`src/rtl/cache_arbiter.sv`:
```
// Arbitrates I-cache and D-cache line requests onto one cacheline adaptor port.
// Define ARB_ROUND_ROBIN_EN for alternating priority; otherwise the D-cache always wins ties.
module cache_arbiter (
  input  logic         clk_i,
  input  logic         rst_i,
  input  logic         i_read_i,
  input  logic [31:0]  i_addr_i,
  output logic [255:0] i_rdata_o,
  output logic         i_resp_o,
  input  logic         d_read_i,
  input  logic         d_write_i,
  input  logic [31:0]  d_addr_i,
  input  logic [255:0] d_wdata_i,
  output logic [255:0] d_rdata_o,
  output logic         d_resp_o,
  output logic         m_read_o,
  output logic         m_write_o,
  output logic [31:0]  m_addr_o,
  output logic [255:0] m_wdata_o,
  input  logic [255:0] m_rdata_i,
  input  logic         m_resp_i
);

  typedef enum logic [1:0] {StIdle, StServeI, StServeD, StDone} state_e;

  state_e        state_q;
  logic [31:0]   addr_q;
  logic [255:0]  wdata_q;
  logic          read_q;
  logic          write_q;
  logic          d_req;
  logic          pick_d;
  logic          pick_i;
  logic          serving;

  assign d_req   = d_read_i | d_write_i;
  assign serving = (state_q == StServeI) || (state_q == StServeD);

`ifdef ARB_ROUND_ROBIN_EN
  logic ptr_dcache_q;

  // Pointer moves to whichever requester was not just served.
  always_ff @(posedge clk_i) begin
    if (rst_i) begin
      ptr_dcache_q <= 1'b1;
    end else if (serving && m_resp_i) begin
      ptr_dcache_q <= (state_q == StServeI);
    end
  end

  always_comb begin
    pick_d = 1'b0;
    pick_i = 1'b0;
    if (d_req && i_read_i) begin
      pick_d = ptr_dcache_q;
      pick_i = ~ptr_dcache_q;
    end else begin
      pick_d = d_req;
      pick_i = i_read_i;
    end
  end
`else
  always_comb begin
    pick_d = d_req;
    pick_i = i_read_i & ~d_req;
  end
`endif

  always_ff @(posedge clk_i) begin
    if (rst_i) begin
      state_q <= StIdle;
      addr_q  <= '0;
      wdata_q <= '0;
      read_q  <= 1'b0;
      write_q <= 1'b0;
    end else begin
      unique case (state_q)
        StIdle: begin
          if (pick_d) begin
            state_q <= StServeD;
            addr_q  <= d_addr_i;
            wdata_q <= d_write_i ? d_wdata_i : '0;
            // A simultaneous read and write is treated as a write-back.
            read_q  <= ~d_write_i;
            write_q <= d_write_i;
          end else if (pick_i) begin
            state_q <= StServeI;
            addr_q  <= i_addr_i;
            wdata_q <= '0;
            read_q  <= 1'b1;
            write_q <= 1'b0;
          end
        end
        StServeI, StServeD: begin
          if (m_resp_i) begin
            state_q <= StDone;
            addr_q  <= '0;
            wdata_q <= '0;
            read_q  <= 1'b0;
            write_q <= 1'b0;
          end
        end
        StDone:  state_q <= StIdle;
        default: state_q <= StIdle;
      endcase
    end
  end

  // Outputs are forced quiet while reset is held, before the registers clear.
  assign m_read_o  = read_q & ~rst_i;
  assign m_write_o = write_q & ~rst_i;
  assign m_addr_o  = rst_i ? 32'd0 : addr_q;
  assign m_wdata_o = rst_i ? 256'd0 : wdata_q;

  assign i_resp_o  = (state_q == StServeI) & m_resp_i & ~rst_i;
  assign d_resp_o  = (state_q == StServeD) & m_resp_i & ~rst_i;
  assign i_rdata_o = m_rdata_i;
  assign d_rdata_o = m_rdata_i;

endmodule

```
`config.mk`:
```
export PLATFORM = sky130hd
export DESIGN_NAME = cache_arbiter
export DESIGN_NICKNAME = d
export VERILOG_FILES = /design/src/rtl/cache_arbiter.sv
export SDC_FILE = /design/constraint.sdc
export NUM_CORES = 1
export LEC_CHECK = 0
export BUFFER_PORTS_ARGS = -buffer_cell sky130_fd_sc_hd__buf_2
export CORE_AREA = 2 2 533 535
export DETAILED_ROUTE_END_ITERATION = 7
export DIE_AREA = 0 0 535 537
export PLACE_DENSITY_LB_ADDON = 0.2
export SLEW_MARGIN = 5
export SYNTH_ARGS = -nofsm -noshare
export SYNTH_HDL_FRONTEND = slang
export SYNTH_SLANG_ARGS = --single-unit
```
`constraint.sdc`:
```
create_clock -name clk_i -period 2.1 [get_ports clk_i]
set_input_delay 0.315 -clock clk_i [delete_from_list [all_inputs] [get_ports clk_i]]
set_output_delay 0.315 -clock clk_i [all_outputs]
set_load 0.01 [all_outputs]
```
# Word-level counts from Yosys, hierarchy flattened

Cells that the tools add are included.

Register bits: 292
Input bits: 582
Output and inout port bits: 804
Logic and storage cells: 48

Equality and inequality tests: 5
Mux-type cells: 22
Bitwise operators: 11
Reductions and logical operators: 5

Operator list:

| cell                 | count |
|---|---|
| $mux W256            | 5 |
| $pmux W256 S2        | 1 |
| $mux W32             | 4 |
| $pmux W32 S2         | 1 |
| $and A1 B1 Y1        | 7 |
| $mux W2              | 3 |
| $pmux W2 S3          | 1 |
| $mux W1              | 5 |
| $eq A2 B2 Y1 const B | 2 |
| $pmux W1 S2          | 2 |
| $ne A3 B3 Y1 const B | 1 |
| $not A1 Y1           | 3 |
| $reduce_and A3 Y1    | 1 |
| $eq A2 B1 Y1 const B | 1 |
| $logic_not A2 Y1     | 1 |
| $ne A2 B2 Y1 const B | 1 |
| $reduce_and A2 Y1    | 1 |
| $reduce_bool A2 Y1   | 1 |
| $reduce_or A2 Y1     | 1 |
| $or A1 B1 Y1         | 1 |

# Depth between registers and ports, before layout

Word-level depth: 6
Depth in mapped cells: 8
Depth with buffers taken out: 5

# Worst setup path before layout

OpenSTA, ideal clock, no wires.

Path kind: register to register
From: register state_q[0]
To: register wdata_q[100]
Setup time: 121 ps
Arrival time: 1946 ps
Data required time: 1979 ps
Setup slack: 33 ps
Cell stages (with the launch flop): 8
Buffers on the path: 2
Clock period less this slack: 2067 ps
Cell sequence: dfxtp_1 -> inv_1 -> ha_1 -> nor2b_1 -> nor3_1 -> clkbuf_1 -> buf_2 -> mux2_2

Longest elaborated chain between the ends: 4
Elaborated cells on any way between the ends: 9
Classes of those cells: 4 x eq/ne; 1 x mux; 4 x reduce/logical

Ends and longest elaborated chain:

| element                                                             | line | RTL |
|---|---|---|
| start: declaration                                                  | 26   | `state_e state_q;` |
| start signal: assignment                                            | 71   | `state_q <= StIdle;` |
| start signal: assignment                                            | 80   | `state_q <= StServeD;` |
| start signal: assignment                                            | 87   | `state_q <= StServeI;` |
| $eq A2 B1 Y1 / $eq A2 B2 Y1 (equally long branches)                 | 77   | `unique case (state_q)` |
| $reduce_or A2 Y1                                                    | 77   |  |
| $ne A2 B2 Y1 (no line) / $reduce_bool A2 Y1 (equally long branches) | --   |  |
| $reduce_and A3 Y1 (no line)                                         | --   |  |
| end signal: assignment                                              | 82   | `wdata_q <= d_write_i ? d_wdata_i : '0;` |
| end: declaration                                                    | 28   | `logic [255:0] wdata_q;` |

Several ways; a longest one is shown, not always the timed one.
A chain may end at the register's enable or synchronous reset.

# Final worst setup path

From: register state_q[1]
To: register wdata_q[114]

The elaborated chain is that of the path after synthesis.

==> run metrics <==
outcome finished, violations left; failing checks setup timing; delay-heaviest family, CP buffers and inverters; initial core utilization 0.0625; vias post-DR 13,823; clock skew 0.0254 ns; CTS buffer count 44; worst setup path category reg2reg; worst stage delay on the critical path between 0.3 and 0.4 ns; core area about 280,000 sq um; Area Overhead vs Synth 53.6%; Cells after Synth ~1,800; total grt overflow 0; Max FO, Critical Path 14; Via density 2.30; synthesized cell area around 18,000 sq um; Worst IR Drop VDD 0.574 mV; DRT Pass-1 Iters 4; CP dominant cell by count buf_16; Worst EP arrival 2.68 ns; Die X 535 um; total wire length 145,000 um; Port Buffer Count between 600 and 700; first-pass GRT wire length 174,000 um; Rel. slew slack 0.686; Post-DP HPWL roughly 120,000 um; max-slew violations 0; row count about 200; Synth Warn # 0; Worst setup EP type register; DIE AREA 287,000 sq um; Die Ht between 500 and 600 um; Crit-path slowest cell dfxtp_2; Setup-failing EPs final 31; TritonCTS clock tree built; Yosys top cell by area dfxtp_1; num ports 1,386; Cell Pwr Density ~1100 nW/um^2; worst-skew pair later-pin latency 0.66 ns; worst path required time 2.64 ns; fin area 27,000 sq um; nets ~2,800; H-tree Lvls 2; Worst Slack Setup Final -0.0375 ns; placed cell areas approximately 22,000 sq um; RD Place Congestion 0.755; top_reg_cell synth dfxtp_1; most frequent cells after synthesis buf_4, dfxtp_1, nor2b_1, and2_1, mux2_2; fmax about 470 MHz; DRC 0; pin count of the biggest net entering global routing 53; Hold Vio Cnt, Final 0; unrepaired setup endpoints after global routing yes; unique cell type count in the Yosys netlist 26; Post-synth ARST share 0; mean post-synth cell area 9.60 sq um; LEAKAGE 11.3 nW; fillers ~33,000; fin crit share 1.02; Post-synth EDFFs 0; CP bufs+invs 6; DRT iter0 DRCs roughly 420; clock sink count 292; fin crit period 2.14 ns; Synth top area share 0.332; HP Class in2reg; syn_nets 2,418; Total GRT Usage 0.0948; dominant cell by count in the synthesized netlist buf_4; clock transition at the registers of the reported paths 0.06 ns; root buf cell clkbuf_16; initial antenna violation count 26; max-cap violation count 0; worst slew pin tran 0.458 ns; worst-path cell chain inv_2 > ha_4 > nor2b_4 > nor3_4 > buf_12 > buf_16 > buf_16 > buf_16 > buf_12 > mux2_2; layout cells sized above 1 0.470; vias in the first global route 14,218; register area share after synthesis 0.332; pre-CTS setup slack -0.251 ns; post-route ant nets 0; Yosys reg bits 292; clock buffer depth 3; CP startpoint kind register; Area contributors post-synth dfxtp_1, buf_4, mux2_2, nor2b_1, and2_1; drt wl/cell roughly 24 um
[repair_timing]
item | CTS | global route
hold buffers | 247 | 0
setup buffers | 12 | 3
pin swaps | 3 | 1
gates cloned | 6 | 10
endpoints found under the hold margin | 219 | 0
gates resized for setup | 41 | 64
endpoints found under the setup margin | 257 | 178
[stage by stage]
step                      power [mW]  utilization  hold slack [ns]  cells  setup TNS [ns]
after floorplan                 15.2            -            0.460   1832               0
after global placement          18.8       0.0786            0.476   5659          -54.93
after detailed placement        18.8       0.0786            0.478   5659          -46.06
after CTS                       30.0       0.0944          0.00254   5998           -1.46
after global routing            32.2       0.0960           0.0431   6009           -7.98
final                           30.3       0.0960           0.0825   6015          -0.552
[worst paths after layout]
kind | start | end | slack, ns | cells past startpoint
max | state_q[1] | wdata_q[114] | -0.04 | 10
max reg2reg | state_q[1] | wdata_q[114] | -0.04 | 10
min reg2reg | addr_q[21] | addr_q[21] | 0.48 | 2
min | d_wdata_i[60] | wdata_q[60] | 0.08 | 3
[area by class of cell]
class	instances	area, sq um	share of cell area
multi-input cells	891	7570	0.280
repair buffers	973	7300	0.270
flip-flops and latches	292	5850	0.216
well taps	3743	4680	0.173
clock buffers	69	1350	0.0498
clock inverters	7	128	0.00472
inverters	34	128	0.00472
diodes	6	15.0	0.000556
[power by group]
part           switching (mW)  internal, mW
clock                    3.23          4.63
combinational            7.36          7.88
sequential              0.249          6.91
total                    10.8          19.4
[layer usage]
metal,vias to the layer above,global-route usage,routed length [um]
met3,183,0.0887,29400
met1,6219,0.0818,43000
met5,-,0.00132,111
met4,10,0.0208,3130
met2,1236,0.159,69000
li1,6175,-,-
[cell usage in the layout, fill, tap and decap left out, types with 3 or more instances in the layout]
cell type,instances
buf_2,615
dfxtp_1,290
nor2b_1,259
and2_1,252
dlygate4sd3_1,247
mux2_2,135
mux2_4,122
clkbuf_16,53
buf_4,43
buf_12,35
nor2_1,34
mux2i_1,33
o32ai_1,32
inv_1,32
buf_16,14
clkbuf_8,13
clkbuf_1,11
diode_2,6
buf_6,6
buf_8,5
and2_2,4
ha_1,3
[registers in the layout, indices dropped and copies added, names as in the netlist]
name,flops
wdata_q,256
addr_q,32
state_q,2
read_q,1
write_q,1
[worst register-to-register path, cell delays in order, from the launching register on]
cell     delay, ns
dfxtp_2       0.34
inv_2         0.05
ha_4          0.25
nor2b_4       0.14
nor3_4        0.16
buf_12        0.14
buf_16        0.12
buf_16        0.13
buf_16        0.19
buf_12        0.18
mux2_2        0.34
[logic make-up (layout without fill, tap and decap cells)]
group	count (synthesis)	in the layout	synth area share
AO/OA/AOI/OAI	38	38	0.0184
adder cells (fa/ha/maj)	4	4	0.00284
buffers and inverters	649	1083	0.253
flip-flops	292	292	0.332
multiplexers	291	291	0.198
other	0	6	0
AND/OR/NAND/NOR	558	558	0.195
No activity file was read; power rests on OpenSTA's default activity.
